[config.mk]
export PLATFORM = sky130hd
export DESIGN_NAME = road_phase_scheduler
export DESIGN_NICKNAME = d
export VERILOG_FILES = /design/src/rtl/road_sig_pkg.sv /design/src/rtl/side_rr_arbiter.sv /design/src/rtl/road_phase_scheduler.sv
export SDC_FILE = /design/constraint.sdc
export NUM_CORES = 1
export LEC_CHECK = 0
export BUFFER_PORTS_ARGS = -buffer_cell sky130_fd_sc_hd__buf_4
export CAP_MARGIN = 15
export CORE_MARGIN = 8
export CORE_UTILIZATION = 56
export CTS_CLUSTER_SIZE = 8
export DETAILED_ROUTE_END_ITERATION = 8
export PLACE_DENSITY = 0.77
export SLEW_MARGIN = 40
export SYNTH_ARGS = -nofsm -noshare
export SYNTH_HDL_FRONTEND = slang
export SYNTH_SLANG_ARGS = --single-unit
[constraint.sdc]
create_clock -name CLK -period 6.16 [get_ports CLK]
set_input_delay 0.308 -clock CLK [delete_from_list [all_inputs] [get_ports CLK]]
set_output_delay 0.308 -clock CLK [all_outputs]
set_load 0.01 [all_outputs]
[src/rtl/road_sig_pkg.sv]
// Shared definitions for the road phase scheduler.
// Contents: lamp codes (RED/YELLOW/GREEN), the phase state enum whose
// encodings double as the PHASE debug code, the EMERG_IDX main-road code,
// and lamp decode helpers used by the scheduler output register.
package road_sig_pkg;

  localparam logic [1:0] RED    = 2'd0;
  localparam logic [1:0] YELLOW = 2'd1;
  localparam logic [1:0] GREEN  = 2'd2;

  typedef enum logic [2:0] {
    MAIN_GREEN  = 3'd0,
    MAIN_YELLOW = 3'd1,
    ALL_RED_1   = 3'd2,
    SIDE_GREEN  = 3'd3,
    SIDE_YELLOW = 3'd4,
    ALL_RED_2   = 3'd5
  } phase_t;

  localparam logic [2:0] EMERG_MAIN = 3'd0;

  function automatic logic [1:0] main_lamp(input phase_t s);
    case (s)
      MAIN_GREEN:  return GREEN;
      MAIN_YELLOW: return YELLOW;
      default:     return RED;
    endcase
  endfunction

  function automatic logic [1:0] side_lamp(input phase_t s);
    case (s)
      SIDE_GREEN:  return GREEN;
      SIDE_YELLOW: return YELLOW;
      default:     return RED;
    endcase
  endfunction

endpackage

[src/rtl/side_rr_arbiter.sv]
// Combinational round-robin pick among side approaches.
// Ports:
//   car_on  in  N_SIDE  per-approach request
//   rr_ptr  in  2       approach with highest priority this round
//   valid   out 1       at least one request present
//   index   out 2       first requesting approach at or after rr_ptr (wrapping)
module side_rr_arbiter #(
  parameter int unsigned N_SIDE = 3
) (
  input  logic [N_SIDE-1:0] car_on,
  input  logic [1:0]        rr_ptr,
  output logic              valid,
  output logic [1:0]        index
);

  // Offset k from rr_ptr maps to approach c when rr_ptr+k == c or c+N_SIDE;
  // scanning k outermost gives priority in wrap order without a modulo.
  always_comb begin
    valid = 1'b0;
    index = '0;
    for (int unsigned k = 0; k < N_SIDE; k++) begin
      for (int unsigned c = 0; c < N_SIDE; c++) begin
        if (!valid && car_on[c] &&
            ((32'(rr_ptr) + k == c) || (32'(rr_ptr) + k == c + N_SIDE))) begin
          valid = 1'b1;
          index = 2'(c);
        end
      end
    end
  end

endmodule

[src/rtl/road_phase_scheduler.sv]
// Intersection phase scheduler: main highway green by default, side
// approaches with waiting cars served round-robin, every change of green
// passing through yellow and all-red clearance.
// Ports:
//   CLK        in   rising-edge clock
//   CLEAR      in   asynchronous active-low reset
//   CAR_ON     in   per-approach car-present sensors (synchronised upstream)
//   EMERG_REQ  in   emergency preemption request (EMERG_PREEMPT_EN only)
//   EMERG_IDX  in   preemption target, 0 = main, k = side k-1 (EMERG_PREEMPT_EN only)
//   MAIN_SIG   out  main highway lamp code
//   SIDE_SIG   out  side lamp codes, approach i at [2i+1:2i]
//   GRANT_IDX  out  approach being served
//   PHASE      out  current state code
// Build option: define EMERG_PREEMPT_EN to add emergency preemption.
// All outputs are registered from the next-state decode.
module road_phase_scheduler
  import road_sig_pkg::*;
#(
  parameter int unsigned N_SIDE         = 3,
  parameter int unsigned TW             = 8,
  parameter int unsigned MAIN_MIN_GREEN = 16,
  parameter int unsigned SIDE_MIN_GREEN = 4,
  parameter int unsigned SIDE_MAX_GREEN = 10,
  parameter int unsigned YELLOW_T       = 3,
  parameter int unsigned ALLRED_T       = 2
) (
  input  logic                CLK,
  input  logic                CLEAR,
  input  logic [N_SIDE-1:0]   CAR_ON,
`ifdef EMERG_PREEMPT_EN
  input  logic                EMERG_REQ,
  input  logic [2:0]          EMERG_IDX,
`endif
  output logic [1:0]          MAIN_SIG,
  output logic [2*N_SIDE-1:0] SIDE_SIG,
  output logic [1:0]          GRANT_IDX,
  output logic [2:0]          PHASE
);

  localparam longint unsigned TMAX = (64'd1 << TW) - 64'd1;

  if (N_SIDE < 2 || N_SIDE > 4) begin : g_bad_nside
    $error("N_SIDE must be 2..4");
  end
  if (TW < 2 || TW > 31) begin : g_bad_tw
    $error("TW must be 2..31");
  end
  if (MAIN_MIN_GREEN > TMAX || SIDE_MIN_GREEN > TMAX || SIDE_MAX_GREEN > TMAX ||
      YELLOW_T > TMAX || ALLRED_T > TMAX) begin : g_bad_dur
    $error("duration parameter exceeds timer range");
  end
  if (MAIN_MIN_GREEN < 1 || SIDE_MIN_GREEN < 1 || SIDE_MAX_GREEN < SIDE_MIN_GREEN ||
      YELLOW_T < 1 || ALLRED_T < 1) begin : g_bad_order
    $error("durations must be >= 1 and SIDE_MAX_GREEN >= SIDE_MIN_GREEN");
  end

  // Timer value seen in the last cycle of a phase of duration D is D-1.
  localparam logic [TW-1:0] MG_LAST  = TW'(MAIN_MIN_GREEN - 1);
  localparam logic [TW-1:0] SMN_LAST = TW'(SIDE_MIN_GREEN - 1);
  localparam logic [TW-1:0] SMX_LAST = TW'(SIDE_MAX_GREEN - 1);
  localparam logic [TW-1:0] Y_LAST   = TW'(YELLOW_T - 1);
  localparam logic [TW-1:0] AR_LAST  = TW'(ALLRED_T - 1);

  phase_t        state, state_nxt;
  logic [TW-1:0] timer;
  logic [1:0]    rr_ptr, rr_ptr_nxt, grant_nxt;
  logic          arb_valid;
  logic [1:0]    arb_idx;
  logic          car_g;

  side_rr_arbiter #(.N_SIDE(N_SIDE)) u_arb (
    .car_on (CAR_ON),
    .rr_ptr (rr_ptr),
    .valid  (arb_valid),
    .index  (arb_idx)
  );

`ifdef EMERG_PREEMPT_EN
  logic       em_hold, em_hold_nxt;
  logic       em_main, em_side;
  logic [1:0] em_grant;
`endif

  always_comb begin
    car_g = 1'b0;
    for (int unsigned c = 0; c < N_SIDE; c++) begin
      if (GRANT_IDX == 2'(c)) car_g = CAR_ON[c];
    end
  end

  always_comb begin
    state_nxt  = state;
    grant_nxt  = GRANT_IDX;
    rr_ptr_nxt = rr_ptr;
    case (state)
      MAIN_GREEN: if (timer >= MG_LAST && arb_valid) begin
        state_nxt = MAIN_YELLOW;
        grant_nxt = arb_idx;
      end
      MAIN_YELLOW: if (timer >= Y_LAST)  state_nxt = ALL_RED_1;
      ALL_RED_1:   if (timer >= AR_LAST) state_nxt = SIDE_GREEN;
      SIDE_GREEN:  if (timer >= SMN_LAST && (!car_g || timer >= SMX_LAST))
        state_nxt = SIDE_YELLOW;
      SIDE_YELLOW: if (timer >= Y_LAST)  state_nxt = ALL_RED_2;
      ALL_RED_2: if (timer >= AR_LAST) begin
        state_nxt  = MAIN_GREEN;
        rr_ptr_nxt = (32'(GRANT_IDX) == N_SIDE - 1) ? 2'd0 : GRANT_IDX + 2'd1;
      end
      default: state_nxt = MAIN_GREEN;
    endcase

`ifdef EMERG_PREEMPT_EN
    // Preemption overlays the normal transitions; yellow phases are never
    // cut short, and a release while held always returns via MAIN_GREEN.
    em_main     = EMERG_REQ && (EMERG_IDX == EMERG_MAIN);
    em_side     = EMERG_REQ && (EMERG_IDX != EMERG_MAIN) && (EMERG_IDX <= 3'(N_SIDE));
    em_grant    = 2'(EMERG_IDX - 3'd1);
    em_hold_nxt = em_hold;
    case (state)
      MAIN_GREEN:
        if (em_side) begin
          state_nxt   = MAIN_YELLOW;
          grant_nxt   = em_grant;
          em_hold_nxt = 1'b1;
        end else if (em_main) begin
          state_nxt = MAIN_GREEN;
          grant_nxt = GRANT_IDX;
        end
      ALL_RED_1:
        if (timer >= AR_LAST) begin
          if (em_side) begin
            grant_nxt   = em_grant;
            em_hold_nxt = 1'b1;
          end else if (em_main || em_hold) begin
            state_nxt   = MAIN_GREEN;
            em_hold_nxt = 1'b0;
          end
        end
      SIDE_GREEN:
        if (em_side && em_grant == GRANT_IDX) begin
          state_nxt   = SIDE_GREEN;
          em_hold_nxt = 1'b1;
        end else if (em_side || em_main || em_hold) begin
          state_nxt = SIDE_YELLOW;
        end
      ALL_RED_2:
        if (timer >= AR_LAST) begin
          if (em_hold) rr_ptr_nxt = rr_ptr;
          if (em_side) begin
            state_nxt   = SIDE_GREEN;
            grant_nxt   = em_grant;
            em_hold_nxt = 1'b1;
          end else begin
            em_hold_nxt = 1'b0;
          end
        end
      default: ;
    endcase
`endif
  end

  always_ff @(posedge CLK or negedge CLEAR) begin
    if (!CLEAR) begin
      state     <= MAIN_GREEN;
      timer     <= '0;
      rr_ptr    <= '0;
      GRANT_IDX <= '0;
      MAIN_SIG  <= GREEN;
      SIDE_SIG  <= '0;
      PHASE     <= 3'd0;
`ifdef EMERG_PREEMPT_EN
      em_hold   <= 1'b0;
`endif
    end else begin
      state     <= state_nxt;
      rr_ptr    <= rr_ptr_nxt;
      GRANT_IDX <= grant_nxt;
      if (state_nxt != state)  timer <= '0;
      else if (timer != '1)    timer <= timer + 1'b1;
      MAIN_SIG <= main_lamp(state_nxt);
      for (int unsigned c = 0; c < N_SIDE; c++) begin
        SIDE_SIG[2*c +: 2] <= (grant_nxt == 2'(c)) ? side_lamp(state_nxt) : RED;
      end
      PHASE <= state_nxt;
`ifdef EMERG_PREEMPT_EN
      em_hold <= em_hold_nxt;
`endif
    end
  end

endmodule

==> impl_metrics.py <==
metrics = {
    "run_status": {
        "outcome": "finished clean",
    },
    "grt": {
        "grt-ovfl-total": 0,
        "grtUsageTotal_pct": 15.4,
        "antenna_found_initial": 0,
        "grt_pass1_vias": 1205,
        "grt_pass1_wl_um": 5550,
        "grt_max_degree": 24,
    },
    "placement": {
        "placed_cells": 196,
        "dp_hpwl_um": 2540,
        "gp_congestion": 0.822,
        "io_buffers": 17,
    },
    "detailed_routing": {
        "drt_iter0_drc": 68,
        "firstDrtPassIters": 4,
        "vias": 1255,
        "post_drt_wl_per_cell_um": 16.4,
        "routed_via_density": 6.24,
        "drt_wl_total_um": 3290,
        "drc_errors": 0,
        "route.antenna.remaining_nets": 0,
    },
    "worst_setup_path": {
        "slowest_delay_ns": 0.47,
        "cp_max_fo": 13,
        "cp_slowest_cell": "nor4b_1",
        "r2r_cells": 7,
        "crit_family": "simple AND/OR/NAND/NOR gates",
        "arrival_ns": 2.73,
        "rrSetupSlack_ns": 3.62,
        "reg2reg_to": "SIDE_SIG[4]",
        "critPathKind": "register to register",
        "path_depth": 7,
        "start_kind": "register",
        "rr_startpoint": "timer[0]",
        "cp-end-kind": "register",
        "path_cells": "inv_1 -> ha_1 -> nor4_1 -> nand2_2 -> o211ai_1 -> nand4b_2 -> nor4b_1",
        "critPathRequiredTime_ns": 6.35,
        "cp_num_buf_inv": 1,
    },
    "cells_and_area": {
        "drive_gt1_share_pct": 24.1,
        "post-route-util_pct": 63.3,
        "fin_nets": 182,
        "final_cell_mix": "22 x dfrtp_1, 17 x buf_4, 11 x nor2_1, 11 x nand2_1, 9 x nand3_1",
        "final_common_cell": "dfrtp_1",
        "instances_no_fill": 201,
        "antenna_cells": 0,
        "fillerInstances": 217,
        "syn2layout_area_growth_pct": 10.8,
    },
    "cts": {
        "clk_path_buf_depth": 2,
        "clk_pin_slew_ns": 0.13,
        "clkSinkCount": 23,
        "h-tree-depth": 1,
        "clockRootBuffer": "clkbuf_4",
        "cts_tree": "done",
        "clock_latency_ns": 0.31,
        "cts_buffers": 3,
    },
    "timing": {
        "hold_ws_ns": 0.407,
        "fin_skew_ns": 0.00553,
        "hold_viol_final": 0,
        "tightest_slew_ns": 0.535,
        "finalCriticalPeriod_ns": 2.54,
        "max_freq_mhz": 393,
        "relSlewSlack_pct": 64.4,
        "grt_setup_unrepaired": "false",
        "period_share_pct": 41.3,
        "tns_ns": 0,
        "slew_violations": 0,
        "setup_violations": 0,
    },
    "synth": {
        "synth_nets": 165,
        "synth_cells": 154,
        "ys_seq_area_share_pct": 37.9,
        "synth-edff-count": 0,
        "synth_cell_types": 54,
        "syn_avg_cell_area_um2": 9.89,
        "ys_warn_count": 0,
        "ys.flop_type": "dfrtp_1",
        "synth_area_mm2": 0.00152,
        "synth_seq_cells": 23,
        "async_flop_share_pct": 100,
    },
    "pwr": {
        "max-vdd-ir-drop_mv": 0.297,
        "p_per_area_mw_per_mm2": 361,
        "p_leak_nw": 0.745,
        "total_power_uw": 609,
    },
    "worst_hold_path": {
        "hold_path_class": "input port to asynchronous set/reset pin",
    },
    "die": {
        "placeableCoreArea_mm2": 0.00266,
        "die_width_um": 68.1,
        "initial_core_util_pct": 57.2,
        "rows": 19,
        "io_pins": 18,
        "dieArea_mm2": 0.00464,
        "dieHeight_um": 68.1,
    },
    "flow_run": {
        "drv_cap": 0,
    },
}
[worst max path at each step]
stage	start	slack [ns]	end
after floorplan	timer[1]	4.10	timer[2]
after global placement	timer[0]	3.86	MAIN_SIG[1]
after detailed placement	timer[0]	3.68	SIDE_SIG[4]
after CTS	timer[0]	3.65	SIDE_SIG[4]
after global routing	timer[0]	3.46	SIDE_SIG[4]
final	timer[0]	3.62	SIDE_SIG[4]
[registers in the layout, indices dropped and copies added (netlist names)]
| name | flops |
|---|---|
| SIDE_SIG | 6 |
| GRANT_IDX | 2 |
| MAIN_SIG | 2 |
| rr_ptr | 2 |
| state | 3 |
| timer | 8 |
[worst register-to-register path: cells and delay by family (launching register included)]
kind,cells,cell delay (ns)
buffers and inverters,1,0.11
AOI/OAI and AO/OA,1,0.25
DFF,1,0.42
and+or+nand+nor,4,1.42
adders and majority gates,1,0.22
[logic make-up (layout without fill, tap and decap cells)]
| family | count (synthesis) | after routing | synth area share (%) |
|---|---|---|---|
| compound gates | 34 | 34 | 16.4 |
| fa+ha+maj | 6 | 6 | 4.93 |
| flops | 23 | 23 | 37.9 |
| mux | 8 | 8 | 6.49 |
| simple gates | 67 | 67 | 28.5 |
| buf+inv | 14 | 30 | 4.60 |
| xor+xnor | 2 | 2 | 1.15 |
[synth_stat cells, drive strengths merged, types with 2 or more instances]
library cell,instances,area (um^2)
nor4b,3,32.5
clkbuf,2,7.51
or3,2,12.5
nand4b,2,23.8
o31ai,2,15.0
nor3b,5,42.5
inv,8,30.0
o2111ai,4,35.0
nand3,9,45.0
ha,6,75.1
buf,4,32.5
nor4,5,65.1
nand3b,2,15.0
a2bb2oi,2,30.0
mux2,2,26.3
o21ai,7,42.5
o211ai,2,15.0
nor2,11,41.3
and2,2,12.5
nor3,3,15.0
xnor2,2,17.5
a21oi,8,40.0
dfrtp,22,551
nand2,13,53.8
mux2i,6,72.6
o21a,3,22.5
[timing repair]
item                      CTS  global route
resized for setup           0             0
hold buffers                1             0
buffers inserted            0             0
hold endpoints to repair   22             0
[power by group]
part           switching, mW  total (mW)  internal, mW  leakage [nW]
sequential            0.0435       0.222         0.179         0.301
clock                 0.0444      0.0686        0.0242        0.0177
combinational          0.184       0.318         0.134         0.427
total                  0.272       0.609         0.337         0.745
[routing by layer]
layer	vias up	GRT usage (%)	wire [um]
met1	614	19.3	1450
met2	33	25.2	1630
met4	0	6.39	78
met3	9	2.95	135
met5	-	0	0
li1	599	-	-
[area by class of cell]
class	instances	area, um^2	share of cell area [%]
timing repair buffer	18	138	8.16
clock buffer	3	22.5	1.34
multi-input combinational	117	876	51.9
inverter	8	30.0	1.78
sequential	23	577	34.2
tap	31	38.8	2.30
clock inverter	1	5.00	0.297
[through the flow]
stage                     area, um^2  worst slack (ns)
final                           1690              3.62
after global placement          1650              3.86
after detailed placement        1650              3.68
after global routing            1690              3.46
after CTS                       1690              3.65
after floorplan                 1520              4.10
Note: power is estimated with default switching activity, not from simulation.
